### src/rtl/ad_processing.sv
// ---------------------------------------------------------------------------
// ad_processing
//   Associated-data stage of the ACORN-128 datapath. Loads the post-
//   initialization state, absorbs an AD byte stream one bit per clock
//   (LSB first), then runs the 256-step AD padding. One state_update128
//   step is applied per clock in AD_STEP and PAD.
//
// Ports
//   clk          : clock
//   rst_n        : asynchronous active-low reset
//   start_i      : start pulse, honoured in IDLE or DONE only
//   state_in     : 293-bit post-initialization state, sampled on start
//   ad_len_i     : AD length in bytes, sampled on start
//   ad_byte_i    : AD byte
//   ad_valid_i   : ad_byte_i valid
//   ad_ready_o   : byte accepted this cycle when ad_valid_i is high
//   state_out    : current internal state register
//   busy_o       : high in AD_WAIT, AD_STEP and PAD
//   done_o       : high in DONE, state_out final while high
// ---------------------------------------------------------------------------
module ad_processing #(
    parameter int AD_LEN_W = 16
) (
    input  logic                clk,
    input  logic                rst_n,
    input  logic                start_i,
    input  logic [292:0]        state_in,
    input  logic [AD_LEN_W-1:0] ad_len_i,
    input  logic [7:0]          ad_byte_i,
    input  logic                ad_valid_i,
    output logic                ad_ready_o,
    output logic [292:0]        state_out,
    output logic                busy_o,
    output logic                done_o
);

    typedef enum logic [2:0] {
        IDLE    = 3'd0,
        AD_WAIT = 3'd1,
        AD_STEP = 3'd2,
        PAD     = 3'd3,
        DONE    = 3'd4
    } fsm_t;

    fsm_t                fsm_q, fsm_d;
    logic [292:0]        state_q;
    logic [292:0]        sup_out;
    logic [AD_LEN_W-1:0] len_q;
    logic [7:0]          byte_q;
    logic [2:0]          bit_cnt_q;
    logic [8:0]          pad_cnt_q;
    logic                ready_q, busy_q, done_q;
    logic                step_m, step_ca;
    logic                accept;

    function automatic logic maj(input logic x, input logic y, input logic z);
        return (x & y) ^ (x & z) ^ (y & z);
    endfunction

    function automatic logic ch(input logic x, input logic y, input logic z);
        return (x & y) ^ (~x & z);
    endfunction

    // One ACORN-128 state update. The six LFSR feedback taps all read the
    // pre-update state, so they can be evaluated in parallel from s_in.
    function automatic logic [292:0] sup128(input logic [292:0] s_in,
                                            input logic m,
                                            input logic ca,
                                            input logic cb);
        logic [292:0] s;
        logic         ks;
        logic         f;
        s      = s_in;
        s[289] = s_in[289] ^ s_in[235] ^ s_in[230];
        s[230] = s_in[230] ^ s_in[196] ^ s_in[193];
        s[193] = s_in[193] ^ s_in[160] ^ s_in[154];
        s[154] = s_in[154] ^ s_in[111] ^ s_in[107];
        s[107] = s_in[107] ^ s_in[66]  ^ s_in[61];
        s[61]  = s_in[61]  ^ s_in[23]  ^ s_in[0];
        ks = s[12] ^ s[154] ^ maj(s[235], s[61], s[193]) ^ ch(s[230], s[111], s[66]);
        f  = s[0] ^ ~s[107] ^ maj(s[244], s[23], s[160]) ^ (ca & s[196]) ^ (cb & ks);
        return {f ^ m, s[292:1]};
    endfunction

    // Per-step message bit and ca control; cb is 1 in every step of this stage.
    always_comb begin
        step_m  = 1'b0;
        step_ca = 1'b1;
        if (fsm_q == AD_STEP) begin
            step_m = byte_q[bit_cnt_q];
        end else if (fsm_q == PAD) begin
            step_m  = (pad_cnt_q == 9'd0);
            step_ca = ~pad_cnt_q[7] & ~pad_cnt_q[8];
        end
    end

    assign sup_out = sup128(state_q, step_m, step_ca, 1'b1);
    assign accept  = (fsm_q == AD_WAIT) && ad_valid_i;

    always_comb begin
        fsm_d = fsm_q;
        case (fsm_q)
            IDLE, DONE: if (start_i) fsm_d = (ad_len_i == '0) ? PAD : AD_WAIT;
            AD_WAIT:    if (accept) fsm_d = AD_STEP;
            AD_STEP:    if (bit_cnt_q == 3'd7) fsm_d = (len_q != '0) ? AD_WAIT : PAD;
            PAD:        if (pad_cnt_q == 9'd255) fsm_d = DONE;
            default:    fsm_d = IDLE;
        endcase
    end

    always_ff @(posedge clk or negedge rst_n) begin
        if (!rst_n) begin
            fsm_q     <= IDLE;
            state_q   <= '0;
            len_q     <= '0;
            byte_q    <= '0;
            bit_cnt_q <= '0;
            pad_cnt_q <= '0;
            ready_q   <= 1'b0;
            busy_q    <= 1'b0;
            done_q    <= 1'b0;
        end else begin
            case (fsm_q)
                IDLE, DONE: begin
                    if (start_i) begin
                        state_q   <= state_in;
                        len_q     <= ad_len_i;
                        bit_cnt_q <= '0;
                        pad_cnt_q <= '0;
                    end
                end
                AD_WAIT: begin
                    if (accept) begin
                        byte_q    <= ad_byte_i;
                        len_q     <= len_q - AD_LEN_W'(1);
                        bit_cnt_q <= '0;
                    end
                end
                AD_STEP: begin
                    state_q   <= sup_out;
                    bit_cnt_q <= bit_cnt_q + 3'd1;
                    pad_cnt_q <= '0;
                end
                PAD: begin
                    state_q   <= sup_out;
                    pad_cnt_q <= pad_cnt_q + 9'd1;
                end
                default: ;
            endcase
            fsm_q   <= fsm_d;
            // Outputs are registered from the next state so they line up with fsm_q.
            ready_q <= (fsm_d == AD_WAIT);
            busy_q  <= (fsm_d == AD_WAIT) || (fsm_d == AD_STEP) || (fsm_d == PAD);
            done_q  <= (fsm_d == DONE);
        end
    end

    assign ad_ready_o = ready_q;
    assign state_out  = state_q;
    assign busy_o     = busy_q;
    assign done_o     = done_q;

endmodule

### config.mk
export PLATFORM = sky130hd
export DESIGN_NAME = ad_processing
export DESIGN_NICKNAME = d
export VERILOG_FILES = /design/src/rtl/ad_processing.sv
export SDC_FILE = /design/constraint.sdc
export NUM_CORES = 1
export LEC_CHECK = 0
export ABC_AREA = 0
export CORE_AREA = 2 2 238 240
export CTS_CLUSTER_SIZE = 24
export DETAILED_ROUTE_END_ITERATION = 16
export DIE_AREA = 0 0 240 242
export GPL_ROUTABILITY_DRIVEN = 0
export SKIP_LAST_GASP = 1
export SLEW_MARGIN = 20
export SYNTH_ARGS = -nofsm -noshare
export SYNTH_HDL_FRONTEND = slang
export SYNTH_SLANG_ARGS = --single-unit
### constraint.sdc
create_clock -name clk -period 2.24 [get_ports clk]
set_input_delay 0.224 -clock clk [delete_from_list [all_inputs] [get_ports clk]]
set_output_delay 0.224 -clock clk [all_outputs]
set_load 0.005 [all_outputs]
* Word-level counts from Yosys, hierarchy flattened
Cells that the tools add are included.
Storage, ports and cells: bits in registers 335, latch bits 0, memory bits (writable) 0, bits in read-only memories 0, input bits 321, output and inout port bits 296, logic and storage cells 105, memories kept 0
Cells by class: $add $sub $neg 3, multipliers 0, divide/modulo/power cells 0, $lt $le $gt $ge 1, eq/ne operators 12, shift-type cells 0, multiplexer cells 23, bitwise gates (word level) 39, reductions and logical operators 18
Operator list (count):
- $pmux W293 S2 | 1
- $mux W293 | 1
- $mux W16 | 2
- $pmux W16 S2 | 1
- $pmux W9 S3 | 1
- $xor A1 B1 Y1 | 25
- $mux W3 | 6
- $logic_not A16 Y1 | 1
- $reduce_bool A16 Y1 | 1
- $sub A16 B1 Y16 const B | 1
- $eq A3 B2 Y1 const B | 4
- $pmux W3 S4 | 1
- $and A1 B1 Y1 | 10
- $add A9 B1 Y9 const B | 1
- $eq A3 B3 Y1 const B | 3
- $eq A9 B8 Y1 const B | 1
- $logic_not A9 Y1 | 1
- $mux W9 | 1
- $pmux W3 S3 | 1
- $eq A3 B1 Y1 const B | 2
- $reduce_and A2 Y1 | 3
- $reduce_and A3 Y1 | 2
- $reduce_bool A3 Y1 | 2
- $mux W1 | 5
- 11 further kinds | 19

* Depth between registers and ports, before layout
depth after elaboration 10, gate-level depth with buffers 9, mapped depth without buffers 9

* Least setup slack after synthesis
Ideal clock, no wire load.
path kind register -> register, start reg len_q[6], end reg len_q[15], setup time 79 ps, arrival 2223 ps, required time 2161 ps, path slack -62 ps, cell stages (with the launch flop) 7, path buffers 1, clock period less this slack 2302 ps, path through dfrtp_1 or4_1 buf_2 or4_4 or4_4 a21oi_2 a2bb2oi_1
Between the ends: cells in the longest elaborated chain, start to end 3
Ends and longest elaborated chain:
- start, declared | line 48 | logic [AD_LEN_W-1:0] len_q;
- start signal, assigned | line 127 | len_q <= ad_len_i;
- start signal, assigned | line 135 | len_q <= len_q - AD_LEN_W'(1);
- $sub A16 B1 Y16 | line 135
- $mux W16 | line 133 | if (accept) begin
- $pmux W16 S2 | line 123 | case (fsm_q)
No other way between the ends. The select of a mux whose other input is x is not followed. A chain may end at the register's enable or synchronous reset.

* Final worst setup path
start reg len_q[8], end reg len_q[15]
The elaborated chain is that of the path after synthesis.

==> impl_results.md <==
- Final worst path period share: 103%
- Max stage delay cell, worst path: sky130_fd_sc_hd__or4_4
- First-pass iteration count of the detailed router: 5
- Via-to-Cell Ratio: 4.90
- DP Worst Slack: -69.4 ps
- Design Area, Final: 24300 um^2
- Number of top-level design ports: 617
- Cell types with the highest counts after synthesis: sky130_fd_sc_hd__nand2_1, sky130_fd_sc_hd__dfrtp_1, sky130_fd_sc_hd__nor2_1
- FF-to-FF setup slack: -60 ps
- Total net switching power: 14.0 mW
- Share of the synthesized area in the top cell type: 54.1%
- Switch share: 38.1%
- Critical-path maximum fanout: 4
- Die outline height: 242 um
- Placed wire-length estimate after detailed placement: 44.2 mm
- Setup repair after global routing missed its margin: true
- Skew final: 14.0 ps
- Most common cell in the netlist: sky130_fd_sc_hd__nand2_1
- Kind of end point of the critical path: flop
- Relative contribution of combinational cells to total power: 49.1%
- Relative contribution of sequential cells to total power: 32.2%
- Total leakage power: 10.2 nW
- Syn. warnings: 0
- IR Drop Worst-Case VDD: 767 uV
- Pin count of the biggest net entering global routing: 125
- Clock tree from TritonCTS: done
- Cell at the root of the clock tree: sky130_fd_sc_hd__clkbuf_16
- Port Buf Inserts: 616
- First-pass GRT wire length: 92.9 mm
- Time the final worst path needs with I/O delays and setup: 2300 ps
- Cells taking the most area after synthesis: sky130_fd_sc_hd__dfrtp_1, sky130_fd_sc_hd__nand2_1, sky130_fd_sc_hd__a31oi_1, sky130_fd_sc_hd__nor2_1, sky130_fd_sc_hd__clkbuf_1
- Max H-tree Level: 2
- Post-detailed-routing wire length: 61.1 mm
- Worst-case setup margin in the final layout: -63.4 ps
- Worst Hold Class: input port to async pin
- Run status: complete, but fails checks
- Global Route Usage Sum: 20.4%
- Mapped cell area: 15500 um^2
- Largest delay contributor family on the critical path: simple AND/OR/NAND/NOR gates
- Wirelength per Cell: 19.0 um
- P_int: 22.7 mW
- Average instance area after synthesis: 8.39 um^2
- Num CTS Buffers: 41
- Final #Nets: 2767
- Via count of the first global-routing pass: 15.6k
- X dimension of the die: 240 um
- Number of antenna violations at the first check in global routing: 8
- Flops & latches, synth: 335
- Clock insertion delay at the later pin of the skew report: 550 ps
- Count of final hold-check violations: 0
- Sinks on Clock Net: 335
- Number of violations reported at the end of detailed-routing iteration 0: 901
- Leading register cell type out of synthesis: sky130_fd_sc_hd__dfrtp_1
- Max cap viols: 0
- Final global-route overflow total: 0
- Syn Inst Count: 1846
- Maximum single-stage delay on the critical path: 550 ps
- Terminus of the critical flop-to-flop path: len_q[15]$_DFFE_PN0P_
- Top cell type by total area after synthesis: sky130_fd_sc_hd__dfrtp_1
- Count of cells along the worst register-to-register path: 5
- Final cell count without fillers: 3222
- Start-to-end type of the worst setup path: flop to flop
- Slew @ Worst Pin: 691 ps
- Ratio of cells with drive above 1 in the final layout: 6.45%
- Setup violations, final: 2
- Buf+Inv Stages, Crit Path: 0
- Die Outline Area: 58100 um^2
- Count of flip-flops with a built-in enable after synthesis: 0
- Async set-reset flop share out of synthesis: 100%
- Violated checks: setup timing
- Total count of max-transition violations in the final report: 0
- Worst slew margin: 53.9%
- Critical Path RT: 2710 ps
- Fraction of the core area covered by cells at the end of the flow: 43.6%
- Post-synthesis cell type count: 51
- R2R Path Start: len_q[8]$_DFFE_PN0P_
- Sequential element share of the synthesized area: 54.1%
- Clock transition at path regs: 60 ps
- Part of the total power dissipated in the clock network: 18.7%
- Number of DRC violations after detailed routing: 0
- Antenna-violating nets left: 0
- FP Rows: 87
- Total Neg Setup Slack: -77.8 ps
- Starting density of the core: 27.8%
- Power density over the cells: 1510 nW/um^2
- Routed vias: 15.8k
- Cell repeated most along the worst path: sky130_fd_sc_hd__or4_4
- Mapped Nets: 2174
- Core footprint: 55700 um^2
- WP data arrival: 2770 ps
- Sequence of cells on the critical path: or4_4 -> or4_4 -> or4_4 -> a21oi_2 -> a2bb2oi_1
- Synth-to-layout area growth: 56.9%
- Dpl cells: 3150
- Clock Tree Buf Depth: 3
- Area of placed instances: 22900 um^2
- Startpoint types: flop
- Highest clock frequency the design can meet: 434 MHz
[registers in the layout (all words and copies together) (netlist names)]
signal / count
done_o: 1
ad_ready_o: 1
pad_cnt_q: 9
fsm_q: 3
bit_cnt_q: 3
busy_o: 1
byte_q: 8
len_q: 16
state_out: 293
[power groups by stage]
stage	registers, mW	logic, mW	clock network (mW)
after floorplan	11.3	8.53	0
final	11.8	18.0	6.86
after global routing	12.2	19.8	7.28
after global placement	11.7	17.8	0
after CTS	11.8	18.2	7.05
after detailed placement	11.8	18.1	0
[kinds of logic (layout without fill, tap and decap cells)]
| family | count (synthesis) | count (layout) | share of synthesized area (%) |
|---|---|---|---|
| xor+xnor | 16 | 16 | 1.56 |
| flops | 335 | 335 | 54.1 |
| other cells | 0 | 2 | 0 |
| simple gates | 952 | 952 | 23.9 |
| fa+ha+maj | 9 | 9 | 0.695 |
| compound gates | 367 | 367 | 14.8 |
| buf+inv | 151 | 769 | 3.67 |
| mux | 16 | 16 | 1.27 |
[repair_timing]
| action | in CTS | in global routing |
|---|---|---|
| setup endpoints to repair | 2 | 7 |
| endpoints found under the hold margin | 43 | 0 |
| hold buffers | 1 | 0 |
| setup buffers | 0 | 1 |
| gates resized for setup | 1 | 4 |
[metrics by stage]
step           total power, mW  hold slack [ps]
2_1_floorplan             19.9            -71.6
3_3_place_gp              29.5              228
3_5_place_dp              29.9              224
4_1_cts                   37.0              190
5_1_grt                   39.3              216
6_report                  36.6              224
[routing by layer]
| metal | GRT usage [%] | share of wire (%) | vias up |
|---|---|---|---|
| li1 | - | - | 7456 |
| met1 | 25.4 | 41 | 7683 |
| met2 | 34.5 | 49 | 528 |
| met3 | 5.15 | 6.8 | 119 |
| met4 | 6.27 | 3.1 | 10 |
| met5 | 0 | 0.10 | - |
[worst max path at each step]
stage / from / endpoint / slack, ps / cells after the start
floorplan: len_q[6]$_DFFE_PN0P_ / len_q[15]$_DFFE_PN0P_ / -60 / 6
finish: len_q[8]$_DFFE_PN0P_ / len_q[15]$_DFFE_PN0P_ / -60 / 5
global route: len_q[8]$_DFFE_PN0P_ / ad_ready_o$_DFF_PN0_ / -90 / 5
detailed placement: len_q[8]$_DFFE_PN0P_ / len_q[15]$_DFFE_PN0P_ / -70 / 5
global placement: len_q[8]$_DFFE_PN0P_ / len_q[14]$_DFFE_PN0P_ / -50 / 5
CTS: len_q[8]$_DFFE_PN0P_ / len_q[15]$_DFFE_PN0P_ / -60 / 5
[cells in the final DEF, fill, tap and decap left out, types with 6 or more instances in the layout]
cell | netlist | final
sky130_fd_sc_hd__a21oi_1 | 23 | 22
sky130_fd_sc_hd__a31oi_1 | 280 | 280
sky130_fd_sc_hd__buf_12 | 0 | 20
sky130_fd_sc_hd__buf_4 | 0 | 53
sky130_fd_sc_hd__clkbuf_1 | 135 | 6
sky130_fd_sc_hd__clkbuf_16 | 0 | 43
sky130_fd_sc_hd__clkbuf_8 | 0 | 8
sky130_fd_sc_hd__clkdlybuf4s50_1 | 0 | 615
sky130_fd_sc_hd__dfrtp_1 | 335 | 335
sky130_fd_sc_hd__ha_1 | 7 | 7
sky130_fd_sc_hd__inv_1 | 11 | 11
sky130_fd_sc_hd__mux2_2 | 9 | 9
sky130_fd_sc_hd__nand2_1 | 582 | 582
sky130_fd_sc_hd__nand3_1 | 10 | 10
sky130_fd_sc_hd__nor2_1 | 320 | 320
sky130_fd_sc_hd__nor3_1 | 7 | 7
sky130_fd_sc_hd__nor4_1 | 6 | 6
sky130_fd_sc_hd__o21ai_0 | 23 | 22
sky130_fd_sc_hd__o22ai_1 | 17 | 17
[layout make-up]
cell class / count / area, um^2
flip-flops and latches: 335 / 8380
fillers: 5494 / 31400
clock buffers: 57 / 1210
well taps: 756 / 946
repair buffers: 690 / 6980
diodes: 2 / 5.00
inverters: 11 / 41.3
clock inverters: 11 / 165
multi-input cells: 1360 / 6560
Power figures use the tool's default switching activity.
